--- config.mk ---
export PLATFORM = sky130hd
export DESIGN_NAME = pipeline_hazard_response_unit
export DESIGN_NICKNAME = d
export VERILOG_FILES = /design/src/rtl/hazard_pkg.sv /design/src/rtl/hazard_sat_counter.sv /design/src/rtl/pipeline_hazard_response_unit.sv
export SDC_FILE = /design/constraint.sdc
export NUM_CORES = 1
export LEC_CHECK = 0
export ABC_AREA = 1
export CAP_MARGIN = 40
export CORE_MARGIN = 2
export CORE_UTILIZATION = 39
export DETAILED_ROUTE_END_ITERATION = 10
export PLACE_DENSITY_LB_ADDON = 0.2
export SLEW_MARGIN = 40
export SYNTH_ARGS = -nofsm -noshare
export SYNTH_HDL_FRONTEND = slang
export SYNTH_HIERARCHICAL = 1
export SYNTH_SLANG_ARGS = --single-unit
--- constraint.sdc ---
create_clock -name clock -period 1.85 [get_ports clock]
set_input_delay 0.37 -clock clock [delete_from_list [all_inputs] [get_ports clock]]
set_output_delay 0.37 -clock clock [all_outputs]
set_load 0.02 [all_outputs]
--- src/rtl/hazard_pkg.sv ---
// Shared types for the hazard response unit: front-end FSM state encoding and the default bubble encoding.
package hazard_pkg;

    typedef enum logic [1:0] {
        RUN   = 2'd0,
        STALL = 2'd1,
        FLUSH = 2'd2
    } hz_state_t;

    localparam logic [15:0] NOP_INST_DEFAULT = 16'h0000;

endpackage

--- src/rtl/hazard_sat_counter.sv ---
// Saturating up-counter with synchronous clear; at_max flags that the value loaded this edge equals MAX.
// One-cycle update, no backpressure: increments beyond MAX are dropped.
module hazard_sat_counter #(
    parameter int MAX = 15,
    parameter int W   = $clog2(MAX + 1)
) (
    input  logic         clock,
    input  logic         reset,
    input  logic         clear,
    input  logic         inc,
    output logic [W-1:0] count,
    output logic         at_max
);

    logic [W-1:0] count_nxt;

    always_comb begin
        count_nxt = count;
        if (clear) begin
            count_nxt = '0;
        end else if (inc && (count != W'(MAX))) begin
            count_nxt = count + 1'b1;
        end
    end

    // Looks at the next value so the owner can react on the same edge that reaches MAX.
    assign at_max = (count_nxt == W'(MAX));

    always_ff @(posedge clock or posedge reset) begin
        if (reset) begin
            count <= '0;
        end else begin
            count <= count_nxt;
        end
    end

endmodule

--- src/rtl/pipeline_hazard_response_unit.sv ---
// Front-end hazard response: owns IF/ID, PC enable/select, ID/EX bubble, branch flush and stall watchdog.
// Control outputs are combinational, IF/ID updates one edge later; optional perf counters via HAZARD_PERF_CNT_EN.
module pipeline_hazard_response_unit
    import hazard_pkg::*;
#(
    parameter int                WIDTH        = 16,
    parameter int                FLUSH_CYCLES = 1,
    parameter int                MAX_STALL    = 15,
    parameter logic [WIDTH-1:0]  NOP_INST     = WIDTH'(NOP_INST_DEFAULT)
) (
    input  logic             clock,
    input  logic             reset,
    input  logic             stall,
    input  logic             branch_taken,
    input  logic [WIDTH-1:0] branch_target,
    input  logic [WIDTH-1:0] if_inst,
    input  logic [WIDTH-1:0] if_pc,
    output logic             pc_write,
    output logic             pc_sel_target,
    output logic             ex_bubble,
    output logic [WIDTH-1:0] id_inst,
    output logic [WIDTH-1:0] id_pc,
    output logic             id_valid,
    output logic             stall_timeout
`ifdef HAZARD_PERF_CNT_EN
    ,
    output logic [15:0]      perf_stall_cnt,
    output logic [15:0]      perf_flush_cnt
`endif
);

    localparam int FW = (FLUSH_CYCLES > 1) ? $clog2(FLUSH_CYCLES) : 1;
    localparam int SW = $clog2(MAX_STALL + 1);

    hz_state_t     state, state_nxt;
    logic [FW-1:0] flush_cnt, flush_cnt_nxt;
    logic [SW-1:0] stall_cnt;
    logic          stall_acc;
    logic          stall_hit_max;

    // stall is active-low; branches and flush slots always override it.
    assign stall_acc = !stall && (state != FLUSH) && !branch_taken && !stall_timeout;

    // The target PC itself is muxed outside; this block only drives the select.
    logic unused_target;
    assign unused_target = ^branch_target;

    hazard_sat_counter #(
        .MAX (MAX_STALL),
        .W   (SW)
    ) u_stall_cnt (
        .clock  (clock),
        .reset  (reset),
        .clear  (!stall_acc),
        .inc    (stall_acc),
        .count  (stall_cnt),
        .at_max (stall_hit_max)
    );

    always_comb begin
        state_nxt     = state;
        flush_cnt_nxt = flush_cnt;
        pc_write      = 1'b1;
        pc_sel_target = 1'b0;
        ex_bubble     = 1'b0;
        if (branch_taken) begin
            pc_sel_target = 1'b1;
            state_nxt     = (FLUSH_CYCLES == 1) ? RUN : FLUSH;
            flush_cnt_nxt = FW'(FLUSH_CYCLES - 1);
        end else if (stall_acc) begin
            pc_write  = 1'b0;
            ex_bubble = 1'b1;
            state_nxt = STALL;
        end else if (state == FLUSH) begin
            flush_cnt_nxt = flush_cnt - 1'b1;
            if (flush_cnt == FW'(1)) begin
                state_nxt = RUN;
            end
        end else begin
            state_nxt = RUN;
        end
        if (reset) begin
            pc_write      = 1'b0;
            pc_sel_target = 1'b0;
            ex_bubble     = 1'b1;
        end
    end

    always_ff @(posedge clock or posedge reset) begin
        if (reset) begin
            state         <= RUN;
            flush_cnt     <= '0;
            id_inst       <= NOP_INST;
            id_pc         <= '0;
            id_valid      <= 1'b0;
            stall_timeout <= 1'b0;
        end else begin
            state         <= state_nxt;
            flush_cnt     <= flush_cnt_nxt;
            stall_timeout <= stall_timeout | stall_hit_max;
            if (branch_taken || (state == FLUSH)) begin
                id_inst  <= NOP_INST;
                id_valid <= 1'b0;
            end else if (!stall_acc) begin
                id_inst  <= if_inst;
                id_pc    <= if_pc;
                id_valid <= 1'b1;
            end
        end
    end

    logic unused_cnt;
    assign unused_cnt = ^stall_cnt;

`ifdef HAZARD_PERF_CNT_EN
    always_ff @(posedge clock or posedge reset) begin
        if (reset) begin
            perf_stall_cnt <= '0;
            perf_flush_cnt <= '0;
        end else begin
            perf_stall_cnt <= perf_stall_cnt + {15'd0, stall_acc};
            perf_flush_cnt <= perf_flush_cnt + {15'd0, branch_taken};
        end
    end
`endif

endmodule

==> impl_metrics.json <==
{
  "status": "finished clean",
  "ir_drop_mv": 0.549,
  "drc": 0,
  "worst_pin_slew_ps": 265,
  "top_level_ports": 89,
  "synth_ff_type": "dfrtp_1",
  "finalSetupViolCount": 0,
  "routed_wl_microns": 4060,
  "clockPowerShare_pct": 29.3,
  "drtIter0Drc": 70,
  "crit_path_end_kind": "output port",
  "synth_fa_ha_area_share_pct": 0.754,
  "grt_pass1_vias": 1483,
  "dp_hpwl_microns": 2900,
  "switching_share_pct": 27.8,
  "cts_sinks": 38,
  "fin_crit_sh_pct": 96.0,
  "cts.path.max_buffers": 2,
  "diodes": 0,
  "yosys-mux-area-fraction_pct": 0,
  "fin_cells": 321,
  "placed_area_sq_mm": 0.00250,
  "h-tree-depth": 2,
  "clkTransAtPathRegs_ps": 70,
  "gp_congestion": 0.938,
  "synth_edf_count": 0,
  "async_flop_share_pct": 100,
  "coreArea_sq_mm": 0.00406,
  "utilization_pct": 63.9,
  "antenna_found_initial": 0,
  "dieArea_sq_mm": 0.00479,
  "netlist_instances": 184,
  "reg2reg_slack_ps": 320,
  "start_kind": "input pin",
  "finClkSkew_ps": 5.26,
  "nets": 323,
  "cell_internal_pwr_mw": 1.44,
  "worst_path_max_delay_cell": "clkdlybuf4s50_1",
  "rsz0062_at_grt": "false",
  "maxSlewViolCount": 0,
  "wl_per_cell_microns": 12.6,
  "vias": 1491,
  "gr-usage-all-layers_pct": 18.2,
  "synthXorXnorAreaFrac_pct": 0,
  "synth_compound_area_share_pct": 6.41,
  "synth_common_cells": "nand2_1 (44), dfrtp_1 (38), nand3_1 (34), inv_1 (23), o21ai_0 (11)",
  "p_per_area_mw_per_mm2": 769,
  "grt_max_degree": 31,
  "grt_pass1_wl_microns": 6950,
  "rr_endpoint": "stall_timeout",
  "yosysWarnings": 6,
  "max_clock_freq_mhz": 563,
  "p_leak_nw": 1.30,
  "cts_tree": "built",
  "vias_per_cell": 4.64,
  "antenna_left": 0,
  "crit_family": "buffers and inverters",
  "port_buffers": 72,
  "path_buf_inv": 5,
  "path_cells": "clkdlybuf4s50_1, inv_2, nand2_4, inv_1, nor2_2, inv_1, clkdlybuf4s15_2",
  "period_minus_slack_ps": 1780,
  "postCtsSetupBuffers": 0,
  "layout-drive-gt1-share_pct": 11.8,
  "synth.largest_area_cell": "dfrtp_1",
  "clk_latency_ps": 290,
  "p_comb_share_pct": 23.7,
  "worstSetupPathType": "in2out",
  "dp_cells": 313,
  "ys_ff_latch": 38,
  "syn-num-nets": 237,
  "p_switching_mw": 0.554,
  "synth_top_area_share_pct": 57.3,
  "path_common_cell": "inv_1",
  "die_w_microns": 69.2,
  "yosysMostFrequentCell": "nand2_1",
  "overflow": 0,
  "start_util_pct": 40.9,
  "hold_viol": 0,
  "power_mw": 1.99,
  "synth_top_family_by_area": "simple AND/OR/NAND/NOR gates",
  "die_h_microns": 69.2,
  "arrival_ps": 1410,
  "yosys-top-cells-area": "dfrtp_1 (57%), nand3_1 (10%), nand2_1 (10%)",
  "drt_pass1_iterations": 4,
  "critPathMaxFanout": 2,
  "synthDistinctLibCells": 21,
  "cts_root_buf": "clkbuf_8",
  "fp-row-count": 23,
  "r2r_start": "u_stall_cnt/count[0]",
  "slew_headroom_pct": 82.3,
  "max_cap_viol_count": 0,
  "synth.avg_cell_area_sq_um": 9.02,
  "seq_power_share_pct": 47.0,
  "cts_buffers": 5,
  "yosys.area_share.simple_pct": 26.3,
  "yosysSeqAreaShare_pct": 57.3,
  "hold_class": "in2async",
  "syn_to_final_growth_pct": 56.3,
  "reg2reg_depth": 9,
  "slowest_delay_ps": 490,
  "design_area_sq_mm": 0.00259,
  "syn_area_sq_mm": 0.00166,
  "worst_ep_required_time_ps": 1480
}
==> layout by cell type, fill, tap and decap left out <==
cell              n
inv_2             2
nor2_1            7
inv_1            23
nand2_4           1
dlymetal6s2s_1    2
nand3_2           2
clkbuf_1          1
clkdlybuf4s50_1  67
buf_12            1
nand2_1          44
clkinv_2          1
dlygate4sd2_1     1
ha_1              1
buf_4            13
o21ai_0          11
nor2_2            1
a21oi_1           2
nand3b_1          1
clkbuf_2          1
nand4_1           2
o21ai_4           1
or2_2             1
dfrtp_1          38
nor2_4            1
o21ai_1           5
nand3_1          34
clkbuf_8          6
clkdlybuf4s15_2   1
==> worst max-delay path by stage <==
stage	start	end	cells after the start
after floorplan	stall_timeout	stall_timeout	9
after global placement	branch_taken	ex_bubble	7
after detailed placement	branch_taken	ex_bubble	7
after CTS	stall_timeout	stall_timeout	2
after global routing	stall	ex_bubble	7
final	stall	ex_bubble	7
==> through the flow <==
stage	worst slack (ps)	hold WS, ps	setup TNS [ps]
after CTS	10.2	469	0
after detailed placement	-318	464	-1110
after global routing	4.88	480	0
after floorplan	203	136	0
final	74.2	471	0
after global placement	-311	462	-995
==> logic make-up (layout without fill, tap and decap cells) <==
logic type	count (synthesis)	after routing
DFF	38	38
and+or+nand+nor	94	94
AOI/OAI and AO/OA	19	19
buffers and inverters	32	119
adders and majority gates	1	1
==> worst min-delay path: cells and delay by family <==
kind,cells,cell delay (ps)
buffers and inverters,3,770
==> area by class of cell <==
type | count | area, sq um
clock buffers | 7 | 86.3
multi-input cells | 114 | 556
fillers | 344 | 1470
well taps | 50 | 62.6
inverters | 25 | 93.8
clock inverters | 1 | 5.00
repair buffers | 86 | 838
flip-flops and latches | 38 | 951
==> power by group through the flow <==
stage | sequential (mW) | clock, mW | combinational (mW)
after CTS | 0.937 | 0.606 | 0.480
after global placement | 0.951 | 0 | 0.476
final | 0.937 | 0.584 | 0.472
after detailed placement | 0.950 | 0 | 0.482
after global routing | 0.946 | 0.644 | 0.508
after floorplan | 1.03 | 0 | 0.130
==> flip-flops by register name (all words and copies together) (netlist names) <==
signal	flops
id_inst	16
id_pc	16
id_valid	1
stall_timeout	1
u_stall_cnt/count	4
==> routing by layer <==
| metal | vias up | part of all wire [%] | GRT usage, % |
|---|---|---|---|
| met5 | - | 0 | 0 |
| met2 | 44 | 48 | 29.4 |
| met3 | 4 | 6.0 | 6.40 |
| met4 | 0 | 0.99 | 5.88 |
| li1 | 757 | - | - |
| met1 | 686 | 45 | 22.9 |
==> repair_timing <==
item | CTS | global route
hold buffers | 0 | 0
resized for setup | 6 | 3
pin swaps | 0 | 1
setup endpoints to repair | 3 | 4
(Power assumes the default switching activity.)
